===== src/rtl/alpharetz_alu_arbiter.sv =====
// -----------------------------------------------------------------------------
// alpharetz_alu_arbiter
//
// Round-robin arbiter/sequencer sharing one alpharetz_alu between NUM_REQ
// requesters. One operation is in flight at a time:
//   IDLE  -> pick a winner, accept its operands into op registers
//   ISSUE -> drive the ALU from the op registers, capture its result
//   RESP  -> present result/flags to the winner until it accepts
// The ALU itself sits next to this block; only its operand/result ports are
// seen here.
//
// Optional feature macro: ALPHARETZ_ALU_ARB_LOCK_EN
//   Defined   : a requester holding req_lock at its response handshake keeps
//               exclusive access for its next operation, which takes its
//               carry-in from the carry flag of the previous response.
//   Undefined : req_lock is ignored.
//
// Ports
//   clk, async_rst_n         clock, asynchronous active-low reset
//   clk_en, sys_en           FSM advances only when both are high
//   req_valid/req_ready      per-requester request handshake (ready one-hot)
//   req_opcode/s_imm/src_1/src_2/carry_in/lock  packed per-requester operands
//   resp_valid/resp_ready    per-requester response handshake (valid one-hot)
//   resp_result/resp_flags   shared response buses
//   alu_*                    ALU operand drive and ALU result/flag inputs
// -----------------------------------------------------------------------------
module alpharetz_alu_arbiter #(
  parameter int NUM_REQ         = 4,
  parameter int CPU_DATA_WIDTH  = 32,
  parameter int OPCODE_WIDTH    = 6,
  parameter int SHORT_IMM_WIDTH = 5,
  parameter int FLAG_REG_WIDTH  = 8
) (
  input  logic                                 clk,
  input  logic                                 async_rst_n,
  input  logic                                 clk_en,
  input  logic                                 sys_en,
  input  logic [NUM_REQ-1:0]                   req_valid,
  output logic [NUM_REQ-1:0]                   req_ready,
  input  logic [NUM_REQ*OPCODE_WIDTH-1:0]      req_opcode,
  input  logic [NUM_REQ*SHORT_IMM_WIDTH-1:0]   req_s_imm,
  input  logic [NUM_REQ*CPU_DATA_WIDTH-1:0]    req_src_1,
  input  logic [NUM_REQ*CPU_DATA_WIDTH-1:0]    req_src_2,
  input  logic [NUM_REQ-1:0]                   req_carry_in,
  input  logic [NUM_REQ-1:0]                   req_lock,
  output logic [NUM_REQ-1:0]                   resp_valid,
  input  logic [NUM_REQ-1:0]                   resp_ready,
  output logic [CPU_DATA_WIDTH-1:0]            resp_result,
  output logic [FLAG_REG_WIDTH-1:0]            resp_flags,
  output logic [OPCODE_WIDTH-1:0]              alu_opcode,
  output logic [SHORT_IMM_WIDTH-1:0]           alu_s_imm,
  output logic [CPU_DATA_WIDTH-1:0]            alu_src_1,
  output logic [CPU_DATA_WIDTH-1:0]            alu_src_2,
  output logic                                 alu_carry_in,
  input  logic [CPU_DATA_WIDTH-1:0]            alu_result,
  input  logic [FLAG_REG_WIDTH-1:0]            alu_flag_reg
);

  localparam int PTR_W = (NUM_REQ > 1) ? $clog2(NUM_REQ) : 1;

  typedef enum logic [1:0] {
    IDLE  = 2'd0,
    ISSUE = 2'd1,
    RESP  = 2'd2
  } state_t;

  // One-hot decode of a requester index.
  function automatic logic [NUM_REQ-1:0] f_onehot(input logic [PTR_W-1:0] idx);
    logic [NUM_REQ-1:0] v;
    v = '0;
    v[idx] = 1'b1;
    return v;
  endfunction

  state_t                     r_state;
  logic [PTR_W-1:0]           r_rr_ptr;
  logic [PTR_W-1:0]           r_grant;
  logic [OPCODE_WIDTH-1:0]    r_op_opcode;
  logic [SHORT_IMM_WIDTH-1:0] r_op_s_imm;
  logic [CPU_DATA_WIDTH-1:0]  r_op_src_1;
  logic [CPU_DATA_WIDTH-1:0]  r_op_src_2;
  logic                       r_op_carry;
  logic [CPU_DATA_WIDTH-1:0]  r_resp_result;

  logic                       w_adv;
  logic [NUM_REQ-1:0]         w_eligible;
  logic                       w_hi_found;
  logic [PTR_W-1:0]           w_hi_idx;
  logic                       w_lo_found;
  logic [PTR_W-1:0]           w_lo_idx;
  logic                       w_found;
  logic [PTR_W-1:0]           w_winner;
  logic [PTR_W-1:0]           w_next_ptr;
  logic                       w_busy;

  logic [OPCODE_WIDTH-1:0]    w_op_arr    [NUM_REQ];
  logic [SHORT_IMM_WIDTH-1:0] w_simm_arr  [NUM_REQ];
  logic [CPU_DATA_WIDTH-1:0]  w_src1_arr  [NUM_REQ];
  logic [CPU_DATA_WIDTH-1:0]  w_src2_arr  [NUM_REQ];

`ifdef ALPHARETZ_ALU_ARB_LOCK_EN
  logic                       r_locked;
  logic                       r_prev_carry;
`else
  logic                       w_unused_lock;
  assign w_unused_lock = ^req_lock;
`endif

  assign w_adv = clk_en & sys_en;

  // Unpack the per-requester operand buses.
  genvar gi;
  generate
    for (gi = 0; gi < NUM_REQ; gi++) begin : g_unpack
      assign w_op_arr[gi]   = req_opcode[gi*OPCODE_WIDTH +: OPCODE_WIDTH];
      assign w_simm_arr[gi] = req_s_imm[gi*SHORT_IMM_WIDTH +: SHORT_IMM_WIDTH];
      assign w_src1_arr[gi] = req_src_1[gi*CPU_DATA_WIDTH +: CPU_DATA_WIDTH];
      assign w_src2_arr[gi] = req_src_2[gi*CPU_DATA_WIDTH +: CPU_DATA_WIDTH];
    end
  endgenerate

  // Eligibility mask: while locked only the lock holder may win.
  always_comb begin
`ifdef ALPHARETZ_ALU_ARB_LOCK_EN
    w_eligible = r_locked ? (req_valid & f_onehot(r_grant)) : req_valid;
`else
    w_eligible = req_valid;
`endif
  end

  // Round-robin search. Scanning downward means the last hit is the lowest
  // index; the "hi" search only accepts indices at or above the pointer, and
  // the unrestricted "lo" search provides the wrap-around candidate.
  always_comb begin
    w_hi_found = 1'b0;
    w_hi_idx   = '0;
    w_lo_found = 1'b0;
    w_lo_idx   = '0;
    for (int j = NUM_REQ - 1; j >= 0; j--) begin
      w_lo_found = w_eligible[j] ? 1'b1 : w_lo_found;
      w_lo_idx   = w_eligible[j] ? PTR_W'(j) : w_lo_idx;
      w_hi_found = (w_eligible[j] && (PTR_W'(j) >= r_rr_ptr)) ? 1'b1 : w_hi_found;
      w_hi_idx   = (w_eligible[j] && (PTR_W'(j) >= r_rr_ptr)) ? PTR_W'(j) : w_hi_idx;
    end
    w_found    = w_hi_found | w_lo_found;
    w_winner   = w_hi_found ? w_hi_idx : w_lo_idx;
    w_next_ptr = (w_winner == PTR_W'(NUM_REQ - 1)) ? '0 : (w_winner + {{(PTR_W-1){1'b0}}, 1'b1});
  end

  // Sequencer FSM and all datapath registers; frozen whenever adv is low.
  always_ff @(posedge clk or negedge async_rst_n) begin
    if (!async_rst_n) begin
      r_state       <= IDLE;
      r_rr_ptr      <= '0;
      r_grant       <= '0;
      r_op_opcode   <= '0;
      r_op_s_imm    <= '0;
      r_op_src_1    <= '0;
      r_op_src_2    <= '0;
      r_op_carry    <= 1'b0;
      r_resp_result <= '0;
`ifdef ALPHARETZ_ALU_ARB_LOCK_EN
      r_locked      <= 1'b0;
      r_prev_carry  <= 1'b0;
`endif
    end else if (w_adv) begin
      case (r_state)
        IDLE: begin
          if (w_found) begin
            r_grant     <= w_winner;
            r_op_opcode <= w_op_arr[w_winner];
            r_op_s_imm  <= w_simm_arr[w_winner];
            r_op_src_1  <= w_src1_arr[w_winner];
            r_op_src_2  <= w_src2_arr[w_winner];
`ifdef ALPHARETZ_ALU_ARB_LOCK_EN
            // A locked follow-on chains the carry of the previous result.
            r_op_carry  <= r_locked ? r_prev_carry : req_carry_in[w_winner];
            r_rr_ptr    <= r_locked ? r_rr_ptr : w_next_ptr;
`else
            r_op_carry  <= req_carry_in[w_winner];
            r_rr_ptr    <= w_next_ptr;
`endif
            r_state     <= ISSUE;
          end else begin
            r_state     <= IDLE;
          end
        end
        ISSUE: begin
          r_resp_result <= alu_result;
          r_state       <= RESP;
        end
        RESP: begin
          if (resp_ready[r_grant]) begin
`ifdef ALPHARETZ_ALU_ARB_LOCK_EN
            r_locked     <= req_lock[r_grant];
            r_prev_carry <= alu_flag_reg[1];
`endif
            r_state      <= IDLE;
          end else begin
            r_state      <= RESP;
          end
        end
        default: begin
          r_state <= IDLE;
        end
      endcase
    end else begin
      r_state <= r_state;
    end
  end

  // Output drive: ALU operands only while an operation is in flight, grant
  // only in IDLE on an advancing cycle, response while in RESP.
  always_comb begin
    w_busy       = (r_state == ISSUE) || (r_state == RESP);
    alu_opcode   = w_busy ? r_op_opcode : '0;
    alu_s_imm    = w_busy ? r_op_s_imm  : '0;
    alu_src_1    = w_busy ? r_op_src_1  : '0;
    alu_src_2    = w_busy ? r_op_src_2  : '0;
    alu_carry_in = w_busy ? r_op_carry  : 1'b0;
    req_ready    = ((r_state == IDLE) && w_adv && w_found) ? f_onehot(w_winner) : '0;
    resp_valid   = (r_state == RESP) ? f_onehot(r_grant) : '0;
    resp_flags   = (r_state == RESP) ? alu_flag_reg : '0;
  end

  assign resp_result = r_resp_result;

endmodule


===== config.mk =====
export PLATFORM = sky130hd
export DESIGN_NAME = alpharetz_alu_arbiter
export DESIGN_NICKNAME = d
export VERILOG_FILES = /design/src/rtl/alpharetz_alu_arbiter.sv
export SDC_FILE = /design/constraint.sdc
export NUM_CORES = 1
export LEC_CHECK = 0
export ABC_AREA = 1
export CAP_MARGIN = 10
export CORE_AREA = 2 2 190 192
export DETAILED_ROUTE_END_ITERATION = 7
export DIE_AREA = 0 0 192 194
export PLACE_DENSITY = 0.56
export SYNTH_ARGS = -nofsm -noshare
export SYNTH_HDL_FRONTEND = slang
export SYNTH_SLANG_ARGS = --single-unit
export TNS_END_PERCENT = 20

===== constraint.sdc =====
create_clock -name clk -period 1.9 [get_ports clk]
set_clock_uncertainty 0.1 [all_clocks]
set_input_delay 0.38 -clock clk [delete_from_list [all_inputs] [get_ports clk]]
set_output_delay 0.38 -clock clk [all_outputs]
set_load 0.005 [all_outputs]

==> impl_metrics.prom <==
# TYPE chip_impl_metric gauge
chip_impl_metric{name="tns",unit="ns"} -40.75
chip_impl_metric{name="max-slew-margin-rel",unit="%"} 66.54
chip_impl_metric{name="sequentialPowerShare",unit="%"} 19.9
chip_impl_metric{name="worst_ir_drop_vdd",unit="V"} 0.0006410
chip_impl_metric{name="worst-endpoint-required",unit="ns"} 1.42
chip_impl_metric{name="die_h",unit="um"} 194
chip_impl_metric{name="maxCapViolations",unit=""} 0
chip_impl_info{name="holdPathEnd",value="r_op_src_2[18]"} 1
chip_impl_metric{name="grtUsageMet3",unit="%"} 5.176
chip_impl_metric{name="final-hold-violation-count",unit=""} 0
chip_impl_metric{name="flow.area_growth_from_synthesis",unit="%"} 79.36
chip_impl_metric{name="detailedPlacementHpwl",unit="mm"} 26.68
chip_impl_metric{name="async_reset_ff_share",unit="%"} 100.0
chip_impl_info{name="reg_to_reg_critical_path_startpoint",value="r_rr_ptr[1]"} 1
chip_impl_metric{name="p_total",unit="mW"} 22.27
chip_impl_info{name="critPathLaunchType",value="flip-flop"} 1
chip_impl_metric{name="drtIter0Drc",unit=""} 499
chip_impl_metric{name="power_density",unit="nW/um2"} 1372
chip_impl_metric{name="min_period",unit="ns"} 2.352
chip_impl_metric{name="synth_cell_types",unit=""} 25
chip_impl_info{name="reg2reg_to",value="r_op_src_1[12]"} 1
chip_impl_metric{name="yosys_register_bits",unit=""} 114
chip_impl_info{name="synth_top_area_cell",value="dfrtp_1"} 1
chip_impl_metric{name="floorplan.initialDensity",unit="%"} 25.69
chip_impl_metric{name="critPathMaxFanout",unit=""} 4
chip_impl_metric{name="num-nets-final",unit=""} 2399
chip_impl_metric{name="insertion_delay",unit="ns"} 0.42
chip_impl_info{name="violations",value="negative setup slack"} 1
chip_impl_metric{name="cts.clk_slew.worst_paths",unit="ns"} 0.07
chip_impl_metric{name="ioPinCount",unit=""} 484
chip_impl_metric{name="globalRouteMet1Util",unit="%"} 24.03
chip_impl_metric{name="synth.yosys.warnings",unit=""} 0
chip_impl_metric{name="swShare",unit="%"} 42.23
chip_impl_metric{name="synth_enable_flop_cells",unit=""} 0
chip_impl_metric{name="clkPwrFrac",unit="%"} 15.0
chip_impl_info{name="grt_setup_unrepaired",value="yes"} 1
chip_impl_info{name="run_status",value="finished, violations left"} 1
chip_impl_metric{name="first_global_vias",unit=""} 10732
chip_impl_metric{name="netlist_instances",unit=""} 1540
chip_impl_info{name="timing.critical_path.to_type",value="output port"} 1
chip_impl_metric{name="post-route-drc-count",unit=""} 0
chip_impl_metric{name="first_pass_iters",unit=""} 5
chip_impl_info{name="hp-start",value="r_op_src_2[18]"} 1
chip_impl_info{name="highest_count_cells_in_the_layout_ignoring_fill_and_taps",value="nand2_1, clkdlybuf4s50_1, inv_1"} 1
chip_impl_metric{name="synth.top_cell.area_share",unit="%"} 31.53
chip_impl_metric{name="wl_per_cell",unit="um"} 16.24
chip_impl_metric{name="initial_antenna_violation_count",unit=""} 4
chip_impl_metric{name="fp.dieW",unit="um"} 192
chip_impl_metric{name="htree_num_levels",unit=""} 4
chip_impl_info{name="ys_dominant_reg_cell",value="dfrtp_1"} 1
chip_impl_metric{name="grt_first_pass_wirelength",unit="mm"} 57.97
chip_impl_metric{name="grt_overflow_total",unit=""} 0
chip_impl_metric{name="leakagePower",unit="nW"} 9.251
chip_impl_metric{name="r2r_setup_slack",unit="ns"} -0.30
chip_impl_metric{name="period_utilisation_layout",unit="%"} 123.8
chip_impl_metric{name="port-buffer-count",unit=""} 479
chip_impl_metric{name="peak_freq",unit="GHz"} 0.4251
chip_impl_metric{name="detailroute.via_count",unit=""} 11082
chip_impl_metric{name="postRouteAntennaNets",unit=""} 0
chip_impl_metric{name="syn-mean-instance-area",unit="um2"} 5.876
chip_impl_metric{name="cell_internal_pwr",unit="mW"} 12.86
chip_impl_metric{name="syn-cell-area",unit="um2"} 9049
chip_impl_info{name="most_common_cell_after_layout_fill_and_taps_aside",value="nand2_1"} 1
chip_impl_metric{name="floorplan.rows",unit=""} 69
chip_impl_info{name="crit_type",value="reg -> out"} 1
chip_impl_metric{name="worst_pin_slew",unit="ns"} 0.5019
chip_impl_metric{name="cts.sinks",unit=""} 114
chip_impl_metric{name="cts_buffer_depth",unit=""} 2
chip_impl_metric{name="filler_cell_count",unit=""} 3651
chip_impl_metric{name="global_route.usage.met2",unit="%"} 34.47
chip_impl_metric{name="worstHoldPathCells",unit=""} 2
chip_impl_metric{name="drv_slew",unit=""} 0
chip_impl_metric{name="arrival",unit="ns"} 1.87
chip_impl_metric{name="routed_via_density",unit=""} 4.420
chip_impl_metric{name="share_comb_of_total_power",unit="%"} 65.1
chip_impl_metric{name="floorplan.core_area",unit="um2"} 35220
chip_impl_metric{name="detail_route.wirelength",unit="mm"} 40.71
chip_impl_info{name="hold_crit_class",value="reg -> reg"} 1
chip_impl_info{name="ys_top_cells_by_area",value="dfrtp_1, nand2_1, nand3_1"} 1
chip_impl_metric{name="pre_cts_ws",unit="ns"} -0.8284
chip_impl_metric{name="final-setup-viol-count",unit=""} 165
chip_impl_metric{name="post_route_cells_drive_above_1_share",unit="%"} 19.37
chip_impl_metric{name="number_of_buffers_inserted_during_clock_tree_synthesis",unit=""} 17
chip_impl_metric{name="grt.total_usage",unit="%"} 19.87
chip_impl_metric{name="postSynthNetCount",unit=""} 1908
chip_impl_info{name="tritoncts",value="done"} 1
chip_impl_info{name="busiest_metal_layer_after_global_routing",value="met2"} 1
chip_impl_metric{name="synth_seq_area_share",unit="%"} 31.53
chip_impl_metric{name="place_congestion",unit=""} 0.8536
chip_impl_metric{name="switching_power",unit="mW"} 9.403
chip_impl_metric{name="postLayoutSetupSlackWorst",unit="ns"} -0.4522
chip_impl_metric{name="maximum_number_of_pins_on_one_net_before_global_route_repair",unit=""} 104
chip_impl_info{name="clockRootBuffer",value="clkbuf_16"} 1
chip_impl_metric{name="dieArea",unit="um2"} 37250
chip_impl_metric{name="path_depth_of_the_worst_reg2reg_path",unit=""} 12
stage by stage:
step	hold slack [ns]	area [um2]	utilization, %	std cells
floorplan	-0.01559	9082	-	1540
global placement	0.3616	14460	41.06	2425
detailed placement	0.3655	14460	41.06	2425
CTS	0.3817	15440	43.83	2488
global route	0.4098	16230	46.07	2506
finish	0.3854	16230	46.07	2507
registers in the layout (all words and copies together), names as in the netlist:
name and count:
r_op_opcode 6, r_state 2, r_op_src_2 32, r_op_carry 1, r_op_s_imm 5, resp_result 32, r_op_src_1 32, r_grant 2
r_rr_ptr 2
power groups by stage:
stage | logic (mW) | registers (mW) | clock network (mW)
floorplan | 5.76 | 4.13 | 0
global route | 15.9 | 4.58 | 3.55
global placement | 11.0 | 4.19 | 0
detailed placement | 11.0 | 4.22 | 0
finish | 14.5 | 4.44 | 3.34
CTS | 12.7 | 4.27 | 3.42
layer usage:
metal,wire (um),up-vias
li1,-,5507
met3,2938,58
met2,19450,378
met1,17360,5139
met4,962,0
met5,0,-
layout make-up:
type / count / area (um2) / area share, %
well taps: 461 / 576.8 / 3.554
diodes: 2 / 5.005 / 0.03084
clock buffers: 17 / 425.4 / 2.621
multi-input cells: 929 / 4737 / 29.19
flip-flops and latches: 114 / 2855 / 17.59
clock inverters: 15 / 172.7 / 1.064
repair buffers: 567 / 5937 / 36.58
inverters: 402 / 1520 / 9.367
cell families after synthesis:
group           after synthesis  share of synthesized area (%)
mux                          32                          3.982
flops                       114                          31.53
fa+ha+maj                     8                          1.106
buf+inv                     497                          21.74
compound gates               10                         0.7468
simple gates                879                          40.90
cell usage after synthesis (4+ instances only):
library cell  count
nand3_1         308
ha_1              8
mux2_2           32
clkbuf_1         43
nor3_1            4
buf_2            33
buf_4            16
dfrtp_1         114
nand2_1         551
nor2_1           13
inv_1           399
critical path: stages (launching register included):
cell	delay (ns)
dfrtp_2	0.46
nand2_4	0.08
a21oi_4	0.21
nand3_4	0.14
nand2_8	0.11
buf_6	0.10
ha_4	0.11
inv_2	0.02
nor2_1	0.08
buf_2	0.13
worst max path at each step:
stage	startpoint	endpoint	slack, ns	cells after the start
floorplan	r_state[0]	alu_src_1[25]	-0.05	6
global placement	req_valid[2]	req_ready[2]	-0.78	11
detailed placement	req_valid[1]	r_op_src_1[15]	-0.83	11
CTS	r_state[0]	alu_src_1[10]	-0.49	8
global route	r_rr_ptr[1]	req_ready[2]	-0.56	9
finish	r_rr_ptr[1]	req_ready[2]	-0.45	9
what timing repair did:
action / in CTS / in global routing
cloned: 6 / 12
pin swaps: 21 / 37
hold buffers: 1 / 0
endpoints found under the setup margin: 172 / 173
gates resized for setup: 462 / 167
setup buffers: 25 / 11
endpoints found under the hold margin: 114 / 0
Power figures use the tool's default switching activity.
